[src/rtl/piso_serial_tx_if.sv]
// Parallel word handshake into piso_serial_tx: upstream drives din/din_valid,
// the transmitter answers with din_ready.
interface piso_serial_tx_if #(
   parameter int unsigned WIDTH = 8
) ();
   logic [WIDTH-1:0] din;
   logic             din_valid;
   logic             din_ready;

   modport master (
      output din,
      output din_valid,
      input  din_ready
   );

   modport slave (
      input  din,
      input  din_valid,
      output din_ready
   );
endinterface

[src/rtl/piso_serial_tx.sv]
// Parallel-in serial-out transmitter: MSB first, one bit per clock, framed by sframe.
// Define PISO_PARITY_EN to append an even-parity bit after bit 0.
module piso_serial_tx #(
   parameter int unsigned WIDTH      = 8,
   parameter int unsigned GAP_CYCLES = 1
) (
   input  logic              clk,
   input  logic              rst,
   piso_serial_tx_if.slave   in_if,
   output logic              sdo,
   output logic              sframe,
   output logic              busy,
   output logic              done
);

`ifdef PISO_PARITY_EN
   localparam int unsigned NumBits = WIDTH + 1;
`else
   localparam int unsigned NumBits = WIDTH;
`endif
   // The first bit goes straight to sdo on accept, so only the rest is held.
   localparam int unsigned ShW     = NumBits - 1;
   localparam int unsigned CntW    = $clog2(NumBits);
   localparam int unsigned GapW    = (GAP_CYCLES > 1) ? $clog2(GAP_CYCLES) : 1;
   localparam logic [CntW-1:0] LastBit = CntW'(NumBits - 1);
   localparam logic [GapW-1:0] LastGap = GapW'(GAP_CYCLES - 1);

   typedef enum logic [1:0] {StIdle, StShift, StGap} state_e;

   state_e          state_q, state_d;
   logic [ShW-1:0]  shreg_q, shreg_d;
   logic [CntW-1:0] cnt_q, cnt_d;
   logic [GapW-1:0] gap_q, gap_d;
   logic            sdo_q, sdo_d;
   logic            sframe_q, sframe_d;
   logic            busy_q, busy_d;
   logic            done_q, done_d;
   logic            ready_q, ready_d;
   logic [ShW-1:0]  load_val;

`ifdef PISO_PARITY_EN
   assign load_val = {in_if.din[WIDTH-2:0], ^in_if.din};
`else
   assign load_val = in_if.din[WIDTH-2:0];
`endif

   always_comb begin
      state_d  = state_q;
      shreg_d  = shreg_q;
      cnt_d    = cnt_q;
      gap_d    = gap_q;
      sdo_d    = 1'b0;
      sframe_d = 1'b0;
      busy_d   = busy_q;
      done_d   = 1'b0;
      ready_d  = ready_q;
      unique case (state_q)
         StIdle: begin
            if (in_if.din_valid && ready_q) begin
               state_d  = StShift;
               shreg_d  = load_val;
               cnt_d    = '0;
               sdo_d    = in_if.din[WIDTH-1];
               sframe_d = 1'b1;
               busy_d   = 1'b1;
               ready_d  = 1'b0;
            end
         end
         StShift: begin
            if (cnt_q == LastBit) begin
               cnt_d  = '0;
               done_d = 1'b1;
               if (GAP_CYCLES == 0) begin
                  state_d = StIdle;
                  busy_d  = 1'b0;
                  ready_d = 1'b1;
               end else begin
                  state_d = StGap;
                  gap_d   = '0;
               end
            end else begin
               cnt_d    = cnt_q + CntW'(1);
               sdo_d    = shreg_q[ShW-1];
               sframe_d = 1'b1;
               shreg_d  = shreg_q << 1;
            end
         end
         StGap: begin
            if (gap_q == LastGap) begin
               state_d = StIdle;
               gap_d   = '0;
               busy_d  = 1'b0;
               ready_d = 1'b1;
            end else begin
               gap_d = gap_q + GapW'(1);
            end
         end
         default: begin
            state_d = StIdle;
            busy_d  = 1'b0;
            ready_d = 1'b1;
         end
      endcase
   end

   always_ff @(posedge clk) begin
      if (rst) begin
         state_q  <= StIdle;
         shreg_q  <= '0;
         cnt_q    <= '0;
         gap_q    <= '0;
         sdo_q    <= 1'b0;
         sframe_q <= 1'b0;
         busy_q   <= 1'b0;
         done_q   <= 1'b0;
         ready_q  <= 1'b1;
      end else begin
         state_q  <= state_d;
         shreg_q  <= shreg_d;
         cnt_q    <= cnt_d;
         gap_q    <= gap_d;
         sdo_q    <= sdo_d;
         sframe_q <= sframe_d;
         busy_q   <= busy_d;
         done_q   <= done_d;
         ready_q  <= ready_d;
      end
   end

   assign sdo             = sdo_q;
   assign sframe          = sframe_q;
   assign busy            = busy_q;
   assign done            = done_q;
   assign in_if.din_ready = ready_q;

endmodule
[src/flat_wrapper.sv]
// flat-port wrapper written by rule: the top's interface ports become plain ports
module piso_serial_tx_flat 
#(
   parameter int unsigned WIDTH      = 8,
   parameter int unsigned GAP_CYCLES = 1
)
  (clk, rst, sdo, sframe, busy, done, in_if_din, in_if_din_valid, in_if_din_ready);
  piso_serial_tx_if #(.WIDTH(WIDTH)) in_if_i ();
  input  logic clk;
  input  logic rst;
  output logic sdo;
  output logic sframe;
  output logic busy;
  output logic done;
  input wire logic [$bits(in_if_i.din)-1:0] in_if_din;
  input wire logic [$bits(in_if_i.din_valid)-1:0] in_if_din_valid;
  output wire logic [$bits(in_if_i.din_ready)-1:0] in_if_din_ready;
  assign in_if_i.din = in_if_din;
  assign in_if_i.din_valid = in_if_din_valid;
  assign in_if_din_ready = in_if_i.din_ready;
  piso_serial_tx #(.WIDTH(WIDTH), .GAP_CYCLES(GAP_CYCLES)) u_core (.clk(clk), .rst(rst), .in_if(in_if_i), .sdo(sdo), .sframe(sframe), .busy(busy), .done(done));
endmodule
[config.mk]
export PLATFORM = sky130hd
export DESIGN_NAME = piso_serial_tx_flat
export DESIGN_NICKNAME = d
export VERILOG_FILES = /design/src/rtl/piso_serial_tx_if.sv /design/src/rtl/piso_serial_tx.sv /design/src/flat_wrapper.sv
export SDC_FILE = /design/constraint.sdc
export NUM_CORES = 1
export LEC_CHECK = 0
export CAP_MARGIN = 20
export CORE_AREA = 5 5 57 64
export CTS_CLUSTER_DIAMETER = 200
export CTS_CLUSTER_SIZE = 28
export DETAILED_ROUTE_END_ITERATION = 6
export DIE_AREA = 0 0 62 69
export PLACE_DENSITY = 0.5
export SETUP_SLACK_MARGIN = 0.4
export SLEW_MARGIN = 15
export SYNTH_ARGS = -nofsm -noshare
export SYNTH_HDL_FRONTEND = slang
export SYNTH_SLANG_ARGS = --single-unit
[constraint.sdc]
create_clock -name clk -period 3.95 [get_ports clk]
set_input_delay 0.79 -clock clk [delete_from_list [all_inputs] [get_ports clk]]
set_output_delay 0.79 -clock clk [all_outputs]
set_load 0.03 [all_outputs]
==> results.toml, run 1 <==
[cts]
cts-root-buf = "clkbuf_4"
clock_path_buffers = 2
cts_num_sinks = 17
numCtsBuffers = 3
clock_latency_ns = 0.29
post_cts_buffers = 0
tritoncts = "built"
ctsHoldBuffers = 0
post_cts_resized = 0
path_clk_slew_ns = 0.09
ctsHtreeMaxLevel = 1

[drt]
drc = 0
dr.pass1.iters = 4
ant_nets = 0
viasPerCell = 4.61
drt_wl_total_um = 1370
vias = 530
drt_iter0_markers = 19
post_drt_wl_per_cell_um = 11.9

[worst_setup_path]
cp.arrival_ns = 1.36
crit_fanout = 5
cp.depth = 1
worstPathCellList = "clkdlybuf4s50_1"
critPathTopFamily = "buffers and inverters"
cp.required_ns = 3.16
r2r_cells = 3
cp_slowest_cell = "clkdlybuf4s50_1"
critical_path_buf_inv_count = 1
crit_path_end_kind = "primary output"
slowest_delay_ns = 0.69
cp-start-kind = "flip-flop"
path_class = "flip-flop to primary output"

[power_and_ir_drop]
power-per-cell-area_nw_per_um2 = 392
p_leak_nw = 0.352
ir_drop_mv = 0.101

[floorplan]
core.rowCount = 21
core-area_um2 = 2940
fp.dieH_um = 69
dieArea_um2 = 4280
boundaryPins = 16
die_x_um = 62
start_util_pct = 24.4

[placed_design]
dpl.cell_count = 111
hpwl_um = 1000
portBuffers = 15
place_congestion = 0.734

[synthesis]
synth_cell_types = 26
synth.net_count = 79
synth.ff_latch_count = 17
avgSynthCellArea_um2 = 10.9
yosysTopAreaCell = "dfxtp_1"
yosysWarnings = 0
netlist_area_um2 = 717
seq_area_frac_synth_pct = 47.5
synthTopCellsByArea = "dfxtp_1, mux2i_1, a211oi_1, nor3_1, a32o_1"
synth.top_cell.area_share_pct = 47.5
syn-instance-count = 66

[sta]
timing.final.crit_share_pct = 54.4
max_freq_mhz = 465
slew-limit-headroom_pct = 52.8
final_hold_viol_count = 0
worstMarginPinSlew_ns = 0.707
maxSlewViolCount = 0
setup_tns_ns = 0
final.min_clock_period_ns = 2.15
rsz0062_at_grt = "false"
setup_viol = 0
clock_skew_ns = 0.00543

[global_route]
grt_overflow_total = 0
grt_usage_pct = 7.09
grt_pass1_wl_um = 2270
grt_pass1_vias = 524
antenna_found_initial = 0
grt_max_degree = 18

[layout]
fin_util_pct = 30.9
mostFrequentLayoutCells = "dfxtp_1, clkdlybuf4s50_1, nor3_1, mux2i_1, a211oi_1"
layout_commonest_cell = "dfxtp_1"
layout-drive-gt1-share_pct = 8.64
antennaDiodeCount = 0
nets = 95
fin_cells = 115
area_growth_pct = 26.9

[run_status]
status = "complete, no violations"

[run]
maxCapViolations = 0

[hold_path]
hp-class = "flip-flop to flip-flop"
hold_depth = 1
## worst paths after layout
kind | to | start | slack (ns)
setup / recovery | in_if_din_ready | u_core.in_if.din_ready | 1.80
setup reg to reg | u_core.shreg_q[6] | u_core.state_q[0] | 2.10
hold / removal | u_core.busy | u_core.busy | 0.47
hold reg to reg | u_core.busy | u_core.busy | 0.47
## Yosys cell counts (all sizes together)
master,number
dfxtp,17
nor3,7
a211oi,6
mux2i,6
a32o,3
buf,3
a21oi,2
and2b,2
and3,2
ha,2
nor2,2
nor4bb,2
o21ai,2
and3b,1
clkbuf,1
inv,1
nand2,1
nand2b,1
nand3,1
nor3b,1
o21a,1
o21ba,1
or2,1
## kinds of logic (layout without fill, tap and decap cells)
group                      count (synthesis)  count (layout)  share of synthesized area [%]
buffers and inverters                      5              20                           4.36
adders and majority gates                  2               2                           3.49
AOI/OAI and AO/OA                         15              15                           15.7
DFF                                       17              17                           47.5
and+or+nand+nor                           21              21                           20.6
muxes                                      6               6                           8.38
## report_power, final
group	internal (mW)	switching [mW]	total (mW)
registers	0.186	0.0125	0.198
clock network	0.0376	0.0537	0.0914
logic	0.0370	0.0300	0.0669
## metal layers
layer  global-route usage (%)  up-vias  wire length, µm
met5                        0        -                0
met4                     4.95        0               17
met3                     1.12        2               68
met2                     10.4       10              645
met1                     9.07      239              635
li1                         -      279                -
## cell type report
| cell class | count | area [µm²] |
|---|---|---|
| Multi-Input combinational cell | 44 | 345 |
| Tap cell | 34 | 42.5 |
| Clock buffer | 3 | 22.5 |
| Fill cell | 320 | 2030 |
| Inverter | 1 | 3.75 |
| Sequential cell | 17 | 340 |
| Timing Repair Buffer | 15 | 150 |
| Clock inverter | 1 | 5.00 |
## flip-flops by register name, indices dropped and copies added (netlist names)
| signal | count |
|---|---|
| u_core.shreg_q | 7 |
| u_core.cnt_q | 3 |
| u_core.state_q | 2 |
| u_core.busy | 1 |
| u_core.done | 1 |
| u_core.in_if.din_ready | 1 |
| u_core.sdo | 1 |
| u_core.sframe | 1 |
## through the flow
step | cell area [µm²] | setup WS (ns) | hold WS (ns) | total power, mW
3_5_place_dp | 882 | 1.57 | 0.455 | 0.270
3_3_place_gp | 882 | 1.57 | 0.450 | 0.270
5_1_grt | 910 | 1.74 | 0.486 | 0.378
2_1_floorplan | 717 | 2.32 | 0.442 | 0.248
4_1_cts | 910 | 1.77 | 0.478 | 0.363
6_report | 910 | 1.80 | 0.471 | 0.356
No activity file was read; power rests on OpenSTA's default activity.
==> run 2, diff against run 1 <==
==> constraint.sdc (replaced) <==
create_clock -name clk -period 2.05 [get_ports clk]
set_input_delay 0.41 -clock clk [delete_from_list [all_inputs] [get_ports clk]]
set_output_delay 0.41 -clock clk [all_outputs]
set_load 0.03 [all_outputs]
==> run 2 against run 1 <==
  * Combinational power increased by 110%
  * Clock power increased by 91%
  * Final cell count increased by 4.3%
  * Cell area increased by 3.6%
  * Sequential share of layout area decreased by 1.3 points
  * Non-clock buffer count increased by 5
  * Die area unchanged
  * Clock-buffer cell count increased by 1
  * Global-route usage increased by 0.58 points
  * Clock skew decreased by 0.0039 ns
  * Flip-flop and latch count unchanged
  * Critical path depth increased by 3
  * Critical path type is now primary input to flip-flop
  * Highest routed layer unchanged
==> results.toml, run 2 (synthesis gave the netlist of run 1 again) <==
[run_status]
status = "complete, no violations"

[layout]
reg.largest.list = "u_core.shreg_q x7, u_core.cnt_q x3, u_core.state_q x2"
multiInputGateArea_um2 = 348
regArea_um2 = 340
area_growth_pct = 31.4
antennaDiodeCount = 0
nets = 100
mostFrequentLayoutCells = "dfxtp_1, clkdlybuf4s50_1, nor3_1, mux2i_1, a211oi_1"
layout_commonest_cell = "dfxtp_1"
nFillCells = 340
layout-drive-gt1-share_pct = 14.0
largest_reg_flops = 7
fin_util_pct = 32.0
regMostFlops = "u_core.shreg_q"

[worst_setup_path]
critPathTopFamily = "simple AND/OR/NAND/NOR gates"
crit_fanout = 9
cp_slowest_cell = "clkdlybuf4s50_1"
worstPathCellList = "clkdlybuf4s50_1, nor4bb_4, or2_1, a211oi_1"
crit_path_end_kind = "flip-flop"
cp.required_ns = 2.21
path_class = "primary input to flip-flop"
cp.arrival_ns = 1.67
critical_path_buf_inv_count = 1
slowest_delay_ns = 0.52
cp-start-kind = "primary input"

[cts]
cts-root-buf = "clkbuf_4"
tritoncts = "built"
post_cts_buffers = 0
cts_num_sinks = 17
ctsHtreeMaxLevel = 1
clock_path_buffers = 2
numCtsBuffers = 3
path_clk_slew_ns = 0.09
clock_latency_ns = 0.28

[sta]
final.min_clock_period_ns = 1.51
slew-limit-headroom_pct = 72.1
rsz0062_at_grt = "false"
worstMarginPinSlew_ns = 0.417
final_hold_viol_count = 0
maxSlewViolCount = 0
timing.final.crit_share_pct = 73.6
setup_viol = 0
max_freq_mhz = 663
clock_skew_ns = 0.00150
setup_ws_ns = 0.541
setup_tns_ns = 0

[floorplan]
dieArea_um2 = 4280
start_util_pct = 24.4
core-area_um2 = 2940
boundaryPins = 16
core.rowCount = 21
fp.dieH_um = 69
die_x_um = 62

[power_and_ir_drop]
power-per-cell-area_nw_per_um2 = 734
power_uw = 692
p_leak_nw = 0.386
ir_drop_mv = 0.313

[drt]
viasPerCell = 4.72
ant_nets = 0
drc = 0
vias = 566
drt_iter0_markers = 16
dr.pass1.iters = 2
post_drt_wl_per_cell_um = 11.8
drt_wl_total_um = 1420

[global_route]
grt_overflow_total = 0
grt_max_degree = 13
antenna_found_initial = 0
grt_pass1_wl_um = 2400
grt_pass1_vias = 543
grt_usage_pct = 7.66

[placed_design]
dp_slack_ns = 0.217
portBuffers = 15
hpwl_um = 1020
place_congestion = 0.703

[run]
maxCapViolations = 0

[hold_path]
hp-class = "flip-flop to flip-flop"
==> run 2: worst register-to-register path: stages (launching register included) <==
cell and delay, ns:
dfxtp_1 0.37, ha_1 0.16, ha_2 0.23, nor3b_2 0.06, or2_1 0.33, a211oi_1 0.25
==> run 2: worst paths after layout <==
kind	slack, ns	startpoint	end	depth (start not counted)
setup / recovery	0.54	in_if_din_valid	u_core.shreg_q[3]	4
hold / removal	0.47	u_core.busy	u_core.busy	1
setup reg to reg	0.56	u_core.cnt_q[0]	u_core.shreg_q[3]	5
hold reg to reg	0.47	u_core.busy	u_core.busy	1
==> run 2: area by class of cell <==
type | count | area share (%)
inverter | 1 | 0.398
timing repair buffer | 20 | 19.3
sequential | 17 | 36.1
multi-input combinational | 44 | 36.9
clock buffer | 4 | 2.79
tap | 34 | 4.52
==> run 2: report_power, final <==
part,switching [mW],leakage [nW],internal (mW)
registers,0.0194,0.140,0.358
logic,0.0641,0.232,0.0754
clock network,0.0995,0.0150,0.0756
total,0.183,0.386,0.509
==> run 2: what timing repair did <==
action	in CTS	in global routing
hold buffers	0	0
setup endpoints to repair	5	7
hold endpoints to repair	0	0
resized for setup	5	1
==> run 2: per-layer routing <==
metal  part of all wire (%)  up-vias  global-route usage [%]  routed length [µm]
met5                      0        -                       0                   0
met4                    3.6        0                    6.37                  51
met3                    6.1        6                    2.05                  87
met2                     47       12                    10.7                 659
met1                     44      261                    9.30                 616
li1                       -      287                       -                   -
==> run 2: through the flow <==
step	instance area [µm²]	instances	hold slack, ns
2_1_floorplan	717	66	0.442
3_3_place_gp	920	116	0.451
3_5_place_dp	920	116	0.458
4_1_cts	940	120	0.477
5_1_grt	942	120	0.494
6_report	942	120	0.470
==> run 3, diff against run 2 <==
==> constraint.sdc (replaced) <==
create_clock -name clk -period 1.5 [get_ports clk]
set_input_delay 0.3 -clock clk [delete_from_list [all_inputs] [get_ports clk]]
set_output_delay 0.3 -clock clk [all_outputs]
set_load 0.03 [all_outputs]
==> run 3 against run 2 <==
  * Clock power increased by 39%
  * Sequential power increased by 37%
  * Hold slack lost 0.00058 ns
  * Critical path depth is 2 higher
  * Setup slack got worse by 0.42 ns
  * Critical path type is now flip-flop to flip-flop
  * Total power rose by 53%
  * Utilization increased by 6.9 points
  * Clock skew shrank 0.00083 ns
==> results.toml, run 3 (synthesis gave the netlist of run 1 again) <==
[layout]
regMostFlops = "u_core.shreg_q"
layout-drive-gt1-share_pct = 44.3
layout_commonest_cell = "buf_4"
largest_reg_flops = 7
fin_cells = 131
area_growth_pct = 59.7
design_area_um2 = 1140
fin_util_pct = 38.9
mostFrequentLayoutCells = "buf_4, dfxtp_1, clkdlybuf4s50_1, nor3_1"
nFillCells = 306
nets = 111
antennaDiodeCount = 0
reg.largest.list = "u_core.shreg_q x7, u_core.cnt_q x3, u_core.state_q x2"

[sta]
timing.final.crit_share_pct = 91.7
worstMarginPinSlew_ns = 0.244
final.min_clock_period_ns = 1.37
holdWs_ns = 0.470
slew-limit-headroom_pct = 83.6
maxSlewViolCount = 0
final_hold_viol_count = 0
setup_viol = 0
max_freq_mhz = 727
rsz0062_at_grt = "true"
clock_skew_ns = 0.000672

[power_and_ir_drop]
p_leak_nw = 0.460
power_frac_comb_pct = 28.1
swShare_pct = 27.6
p_int_uw = 765
power-per-cell-area_nw_per_um2 = 923
ir_drop_mv = 0.549
seqPwrFrac_pct = 48.9
switching_power_uw = 292
p_clk_share_pct = 23.1
power_mw = 1.06

[floorplan]
dieArea_um2 = 4280
die_x_um = 62
core.rowCount = 21
fp.dieH_um = 69
boundaryPins = 16
start_util_pct = 24.4
core-area_um2 = 2940

[worst_setup_path]
cp-start-kind = "flip-flop"
path_class = "flip-flop to flip-flop"
r2r_cells = 6
cp.required_ns = 1.68
crit_path_end_kind = "flip-flop"
critPathLaunch = "u_core.cnt_q[1]"
r2r_setup_slack_ns = 0.13
r2r_end = "u_core.shreg_q[5]"
r2r_start = "u_core.cnt_q[1]"
cp-endpoint = "u_core.shreg_q[5]"
cp.arrival_ns = 1.55
crit_fanout = 4

[global_route]
grt_overflow_total = 0
grt_pass1_vias = 601
grt_pass1_wl_um = 2670
grt_usage_pct = 8.35
grt_max_degree = 10
antenna_found_initial = 0

[drt]
drc = 0
drt_iter0_markers = 16
dr.pass1.iters = 4
viasPerCell = 4.63
ant_nets = 0
post_drt_wl_per_cell_um = 13.4
vias = 606
drt_wl_total_um = 1750

[run]
maxCapViolations = 0

[cts]
clock_latency_ns = 0.28
cts-root-buf = "clkbuf_4"
tritoncts = "built"
cts_num_sinks = 17
path_clk_slew_ns = 0.10
ctsHtreeMaxLevel = 1
clock_path_buffers = 2
numCtsBuffers = 3
ctsHoldBuffers = 0

[placed_design]
place_congestion = 0.696
hpwl_um = 1170
placed_area_um2 = 1010
portBuffers = 15
dpl.cell_count = 121

[run_status]
status = "complete, no violations"

[hold_path]
hp-class = "primary input to flip-flop"
run 3: cell types whose count changed in the layout (fill, tap and decap cells not counted), sizes merged:
cell           previous run  this run
buf                       5        20
dlygate4sd2               5         2
clkdlybuf4s50            10         8
clkbuf                    4         5
run 3: timing repair:
item / CTS / global route
resized for setup: 35 / 17
buffers inserted: 2 / 3
endpoints found under the setup margin: 19 / 18
cloned: 0 / 1
pin swaps: 1 / 5
run 3: power groups by stage:
| stage | Clock, mW | Combinational (mW) | Sequential (mW) |
|---|---|---|---|
| after detailed placement | 0 | 0.239 | 0.525 |
| after global placement | 0 | 0.238 | 0.525 |
| after CTS | 0.253 | 0.254 | 0.515 |
| after floorplan | 0 | 0.131 | 0.536 |
| final | 0.244 | 0.297 | 0.516 |
| after global routing | 0.269 | 0.318 | 0.520 |
run 3: how the worst min path moves through the flow:
stage / startpoint / end / depth (start not counted)
after global placement: u_core.shreg_q[0] / u_core.shreg_q[0] / 2
after global routing: rst / u_core.shreg_q[1] / 3
after floorplan: in_if_din[0] / u_core.shreg_q[0] / 2
after detailed placement: u_core.busy / u_core.busy / 1
final: rst / u_core.shreg_q[1] / 3
after CTS: rst / u_core.shreg_q[1] / 3
run 3: final cells by class:
class / count / area, µm² / share of cell area [%]
multi-input combinational: 44 / 412 / 36.0
sequential: 17 / 353 / 30.8
timing repair buffer: 31 / 308 / 26.9
tap: 34 / 42.5 / 3.72
clock buffer: 4 / 26.3 / 2.30
inverter: 1 / 3.75 / 0.328
run 3: per-stage QoR:
stage               setup WS (ns)  setup TNS, ns
finish                      0.125              0
global route               0.0566              0
CTS                         0.151              0
detailed placement         -0.124         -0.877
global placement          -0.0868         -0.707
floorplan                   0.139              0
run 3: per-layer routing:
layer,wire (µm),global-route usage (%)
met1,738,10.3
met2,903,12.4
met3,74,1.68
met4,34,5.66
met5,0,0
run 3: worst max-delay path: stages (launching register included):
cell and delay (ns):
dfxtp_2 0.35, ha_4 0.16, ha_4 0.17, nor3b_4 0.21
or2_4 0.19, clkbuf_16 0.14, a211oi_2 0.05
